### src/rtl/attack_map_gather.sv
// Gathers the 128 per-square attack detector results into white/black attack maps,
// then derives check status and castling legality. Optional macro: ATTACK_MAP_COUNT_EN.

`ifndef EMPTY_POSN
`define EMPTY_POSN 4'd0
`endif
`ifndef WHITE_KING
`define WHITE_KING 4'd6
`endif
`ifndef BLACK_KING
`define BLACK_KING 4'd14
`endif

module attack_map_gather #(
    parameter int PIECE_WIDTH    = 4,
    parameter int BOARD_WIDTH    = 256,
    parameter int TIMEOUT_CYCLES = 15
) (
    input  logic                   clk,
    input  logic                   reset,
    input  logic [BOARD_WIDTH-1:0] board,
    input  logic                   board_valid,
    input  logic [3:0]             castle_rights,
    input  logic [63:0]            white_attacked,
    input  logic [63:0]            white_attacked_valid,
    input  logic [63:0]            black_attacked,
    input  logic [63:0]            black_attacked_valid,
    output logic                   busy,
    output logic                   result_valid,
    input  logic                   result_ready,
    output logic [63:0]            white_map,
    output logic [63:0]            black_map,
    output logic                   white_in_check,
    output logic                   black_in_check,
    output logic [3:0]             castle_ok,
    output logic                   timeout_err
`ifdef ATTACK_MAP_COUNT_EN
    ,
    output logic [6:0]             white_attack_count,
    output logic [6:0]             black_attack_count
`endif
);

    localparam logic [1:0] S_IDLE   = 2'd0;
    localparam logic [1:0] S_GATHER = 2'd1;
    localparam logic [1:0] S_EVAL   = 2'd2;
    localparam logic [1:0] S_DONE   = 2'd3;

    localparam int CNT_W = $clog2(TIMEOUT_CYCLES + 1);

    logic [1:0]             state;
    logic [BOARD_WIDTH-1:0] board_q;
    logic [3:0]             rights_q;
    logic [63:0]            sticky_w;
    logic [63:0]            sticky_b;
    logic [CNT_W-1:0]       cnt;

    logic        gathering;
    logic [63:0] white_next;
    logic [63:0] black_next;
    logic [63:0] sticky_w_next;
    logic [63:0] sticky_b_next;
    logic        all_reported;

    logic [63:0] empty_sq;
    logic        wk_found;
    logic        bk_found;
    logic [5:0]  wk_idx;
    logic [5:0]  bk_idx;
    logic        white_check_c;
    logic        black_check_c;
    logic [3:0]  castle_c;

    assign busy      = (state != S_IDLE);
    assign gathering = (state == S_GATHER);

    // Maps only move while gathering, so *_next doubles as the "final map" in EVAL.
    assign white_next    = gathering ? ((white_map & ~white_attacked_valid) | (white_attacked & white_attacked_valid))
                                     : white_map;
    assign black_next    = gathering ? ((black_map & ~black_attacked_valid) | (black_attacked & black_attacked_valid))
                                     : black_map;
    assign sticky_w_next = sticky_w | white_attacked_valid;
    assign sticky_b_next = sticky_b | black_attacked_valid;
    assign all_reported  = (&sticky_w_next) & (&sticky_b_next);

    // Descending scan so the lowest matching square wins.
    always_comb begin
        empty_sq = '0;
        wk_found = 1'b0;
        bk_found = 1'b0;
        wk_idx   = '0;
        bk_idx   = '0;
        for (int s = 63; s >= 0; s--) begin
            empty_sq[s] = (board_q[s*PIECE_WIDTH +: PIECE_WIDTH] == PIECE_WIDTH'(`EMPTY_POSN));
            if (board_q[s*PIECE_WIDTH +: PIECE_WIDTH] == PIECE_WIDTH'(`WHITE_KING)) begin
                wk_found = 1'b1;
                wk_idx   = 6'(s);
            end
            if (board_q[s*PIECE_WIDTH +: PIECE_WIDTH] == PIECE_WIDTH'(`BLACK_KING)) begin
                bk_found = 1'b1;
                bk_idx   = 6'(s);
            end
        end
    end

    assign white_check_c = wk_found & black_map[wk_idx];
    assign black_check_c = bk_found & white_map[bk_idx];

    assign castle_c[0] = rights_q[0] & ~(|black_map[6:4])   & empty_sq[5]  & empty_sq[6];
    assign castle_c[1] = rights_q[1] & ~(|black_map[4:2])   & empty_sq[1]  & empty_sq[2]  & empty_sq[3];
    assign castle_c[2] = rights_q[2] & ~(|white_map[62:60]) & empty_sq[61] & empty_sq[62];
    assign castle_c[3] = rights_q[3] & ~(|white_map[60:58]) & empty_sq[57] & empty_sq[58] & empty_sq[59];

`ifdef ATTACK_MAP_COUNT_EN
    function automatic logic [6:0] popcount(input logic [63:0] v);
        logic [6:0] n;
        n = '0;
        for (int i = 0; i < 64; i++) begin
            n = n + {6'd0, v[i]};
        end
        return n;
    endfunction
`endif

    always_ff @(posedge clk or negedge reset) begin
        if (!reset) begin
            state          <= S_IDLE;
            board_q        <= '0;
            rights_q       <= '0;
            sticky_w       <= '0;
            sticky_b       <= '0;
            cnt            <= '0;
            result_valid   <= 1'b0;
            white_map      <= '0;
            black_map      <= '0;
            white_in_check <= 1'b0;
            black_in_check <= 1'b0;
            castle_ok      <= '0;
            timeout_err    <= 1'b0;
`ifdef ATTACK_MAP_COUNT_EN
            white_attack_count <= '0;
            black_attack_count <= '0;
`endif
        end else begin
            case (state)
                S_IDLE: begin
                    if (board_valid) begin
                        board_q  <= board;
                        rights_q <= castle_rights;
                        sticky_w <= '0;
                        sticky_b <= '0;
                        cnt      <= '0;
                        state    <= S_GATHER;
                    end
                end
                S_GATHER: begin
                    white_map <= white_next;
                    black_map <= black_next;
                    sticky_w  <= sticky_w_next;
                    sticky_b  <= sticky_b_next;
                    if (all_reported) begin
                        state <= S_EVAL;
                    end else if (cnt == CNT_W'(TIMEOUT_CYCLES - 1)) begin
                        state          <= S_DONE;
                        result_valid   <= 1'b1;
                        timeout_err    <= 1'b1;
                        white_in_check <= 1'b0;
                        black_in_check <= 1'b0;
                        castle_ok      <= '0;
`ifdef ATTACK_MAP_COUNT_EN
                        white_attack_count <= popcount(white_next);
                        black_attack_count <= popcount(black_next);
`endif
                    end else begin
                        cnt <= cnt + 1'b1;
                    end
                end
                S_EVAL: begin
                    state          <= S_DONE;
                    result_valid   <= 1'b1;
                    timeout_err    <= 1'b0;
                    white_in_check <= white_check_c;
                    black_in_check <= black_check_c;
                    castle_ok      <= castle_c;
`ifdef ATTACK_MAP_COUNT_EN
                    white_attack_count <= popcount(white_next);
                    black_attack_count <= popcount(black_next);
`endif
                end
                S_DONE: begin
                    if (result_ready) begin
                        result_valid <= 1'b0;
                        state        <= S_IDLE;
                    end
                end
                default: state <= S_IDLE;
            endcase
        end
    end

endmodule

### config.mk
export PLATFORM = sky130hd
export DESIGN_NAME = attack_map_gather
export DESIGN_NICKNAME = d
export VERILOG_FILES = /design/src/rtl/attack_map_gather.sv
export SDC_FILE = /design/constraint.sdc
export NUM_CORES = 1
export LEC_CHECK = 0
export CORE_AREA = 10 10 250 252
export DETAILED_ROUTE_END_ITERATION = 8
export DIE_AREA = 0 0 260 262
export GPL_TIMING_DRIVEN = 0
export PLACE_DENSITY = 0.73
export SYNTH_ARGS = -nofsm -noshare
export SYNTH_HDL_FRONTEND = slang
export SYNTH_SLANG_ARGS = --single-unit
### constraint.sdc
create_clock -name clk -period 6.2 [get_ports clk]
set_input_delay 1.24 -clock clk [delete_from_list [all_inputs] [get_ports clk]]
set_output_delay 1.24 -clock clk [all_outputs]
set_load 0.01 [all_outputs]
==> flow_summary.yaml <==
run_status:
  run_status: "finished, final reports clean"
detailed_routing:
  first_pass_iters: 5
  viasPerCell: 6.014
  wl_per_cell_um: 29.58
  drt-initial-drc-count: 2218
  ant_nets: 0
  drcViolationCount: 0
  finalWirelength_mm: 110.8
  vias: 22535
setup_path:
  cp-endpoint: "black_in_check"
  crit_arrival_ns: 5.17
  reg2reg_to: "white_in_check"
  crit_path_end_kind: "flip-flop"
  cp.required_ns: 6.72
  r2r_cells: 11
  critPathLaunchType: "primary input"
  slowest_stage: "nor4_1"
  path_max_fanout: 10
  slowest_delay_ns: 0.81
  crit_type: "primary input to flip-flop"
  worstPathCellList: "clkdlybuf4s50_1 -> o22ai_1 -> nor4_1 -> nand3_1 -> nor4_1 -> nand2_1 -> a21oi_1 -> nand2b_1 -> a21boi_2 -> nand2_1 -> o31ai_2"
  rrSetupSlack_ns: 1.93
  worstReg2RegStart: "board_q[2]"
  worstSetupStartpoint: "white_attacked_valid[15]"
power:
  clkPwrFrac_pct: 16.2
  p_sw_uw: 9579
  pwr-share-seq_pct: 31.2
  p_int_uw: 12460
  combinationalPowerShare_pct: 52.6
  total_leakage_power_uw: 0.01444
  cellPowerDensity_nw_per_um2: 630.5
  swShare_pct: 43.47
  peakVddDrop_uv: 507.9
placed_design:
  place_congestion: 0.9970
  io_buffers: 656
  place_inst: 3626
  hpwl_mm: 89.46
timing:
  slew_violations: 0
  tightest_slew_ns: 1.066
  rsz0062_at_grt: "no"
  clock_skew_ns: 0.02471
  fin_setup_tns_ns: 0
  relSlewSlack_pct: 28.47
  hold_viol: 0
  fin_crit_ns: 4.650
  fmax_mhz: 215.0
  finalSetupViolCount: 0
  period_share_pct: 75.00
die:
  fp.dieH_um: 262
  core_region_area_sq_um: 57370
  fp-row-count: 88
  start_util_pct: 44.13
  top_level_ports: 657
  fp.dieW_um: 260
  die-area_sq_um: 68120
logic_synthesis:
  synthArstFlopShare_pct: 100.0
  syn-num-nets: 2727
  netlist_area_sq_um: 25320
  synthCells: 2201
  synth-seq-area-share_pct: 52.38
  synth_ff_type: "dfrtp_1"
  synth_cell_types: 82
  ys_seq_elements: 530
  yosysWarnings: 0
  synth_edf_count: 0
  synthesis.area_per_instance_sq_um: 11.50
finish:
  fill_cells: 4644
  final_cells: 3747
  nets: 3447
  drive_above_1_share_pct: 17.86
  syn_to_final_growth_pct: 38.04
run:
  drv_cap: 0
clock_tree:
  cts_resized: 0
  path_clk_slew_ns: 0.06
  root_buffer: "clkbuf_16"
  h-tree-depth: 2
  post_cts_buffers: 0
  cts_tree: "done"
  cts_buffer_depth: 3
  cts.sinks: 530
  clock_latency_ns: 0.64
  postCtsHoldBufs: 0
  cts_buffers: 58
global_route:
  grt_pass1_wl_mm: 156.7
  grt_usage_pct: 31.37
  grt_max_degree: 122
  antenna_found_initial: 23
  grt_pass1_vias: 23097
  grt-ovfl-total: 0
hold_path:
  hold_path.class: "flip-flop to flip-flop"
-- synthesized netlist by cell type, types with 5 or more instances --
cell type	instances	area [sq um]
mux2i_1	41	410.4
o21ai_0	35	175.2
or2_2	5	31.28
nor4bb_1	45	450.4
o21ai_1	10	50.05
o21a_1	11	82.58
o22ai_1	64	400.4
nor3_1	23	115.1
nand4b_1	55	481.7
and2_1	12	75.07
a221oi_1	8	70.07
mux2_2	395	4448
buf_1	5	18.77
inv_1	14	52.55
o31ai_1	7	52.55
ha_1	6	75.07
nand3_1	28	140.1
dfrtp_1	530	13260
nand4_1	26	162.7
or3_1	6	37.54
a211oi_1	13	97.59
a21oi_1	164	820.8
a31oi_1	8	50.05
clkbuf_1	69	259.0
and4bb_2	12	150.1
nor2b_1	11	68.82
nand4bb_1	20	225.2
nand2b_1	15	93.84
and4b_1	19	190.2
nor2_1	194	728.2
nand2_1	190	713.2
and3_1	13	81.33
nor4_1	33	206.5
o211ai_1	19	142.6
and4_1	5	43.79
-- placed cells by master (no fill, tap or decap), types with 13 or more instances in the layout --
master,instances
and4b_1,19
nand2b_1,15
nand4bb_1,20
nor4bb_1,45
mux2_2,395
nand4b_1,55
a211oi_1,13
clkdlybuf4s50_1,655
clkbuf_16,58
mux2i_1,41
nand4_1,26
o21ai_0,35
nand2_1,190
o22ai_1,64
clkbuf_1,85
nand3_1,28
and3_1,13
a21oi_1,164
nor2_1,194
nor4_1,33
nor3_1,23
inv_1,14
dfrtp_1,530
o211ai_1,19
diode_2,14
-- layout make-up --
class	instances	area, sq um	area share, %
Inverter	15	56.30	0.1611
Tap cell	765	957.2	2.739
Sequential cell	530	13260	37.95
Clock inverter	22	290.3	0.8306
Timing Repair Buffer	660	6681	19.12
Clock buffer	85	1663	4.758
Antenna cell	14	35.03	0.1002
Buffer	80	337.8	0.9666
Multi-Input combinational cell	1576	11660	33.38
-- cell families after synthesis --
logic type,synth area share [%]
flops,52.38
xor+xnor,0.03460
compound gates,9.859
simple gates,16.55
fa+ha+maj,0.2965
mux,19.32
buf+inv,1.557
-- stage by stage --
step	worst slack, ns	hold WS (ns)	power, uW	util (%)	cell area [sq um]
2_1_floorplan	3.082	0.4633	13330	-	25320
3_3_place_gp	-19.20	0.4671	17900	57.25	32840
3_5_place_dp	0.5629	0.4791	18160	57.45	32960
4_1_cts	1.195	0.4941	21800	60.86	34910
5_1_grt	1.371	0.5160	23080	60.91	34940
6_report	1.550	0.4944	22040	60.92	34950
-- critical path: cells and delay by family --
| kind | cells | cell delay (ns) |
|---|---|---|
| compound gates | 4 | 1.30 |
| buf+inv | 1 | 0.67 |
| simple gates | 6 | 1.96 |
-- power by group through the flow --
stage               Combinational (uW)  Clock (uW)  Sequential, uW
global placement                 11200           0            6700
finish                           11600        3570            6870
floorplan                         6880           0            6440
CTS                              11400        3600            6790
detailed placement               11300           0            6820
global route                     12300        3740            7060
-- worst min path at each step --
stage,startpoint,end,slack (ns),cells past startpoint
2_1_floorplan,sticky_b[0],sticky_b[0],0.46,2
3_3_place_gp,castle_ok[0],castle_ok[0],0.47,2
3_5_place_dp,castle_ok[0],castle_ok[0],0.48,2
4_1_cts,castle_ok[0],castle_ok[0],0.49,2
5_1_grt,sticky_b[41],sticky_b[41],0.52,2
6_report,sticky_b[30],sticky_b[30],0.49,2
-- per-layer routing --
layer  global-route usage [%]  part of all wire, %  up-vias
met1                    38.35                   38    11434
met4                    13.72                  4.2       16
li1                         -                    -     9683
met3                    7.942                  8.9      234
met5                        0                0.092        -
met2                    51.94                   48     1168
No activity file was read; power rests on OpenSTA's default activity.
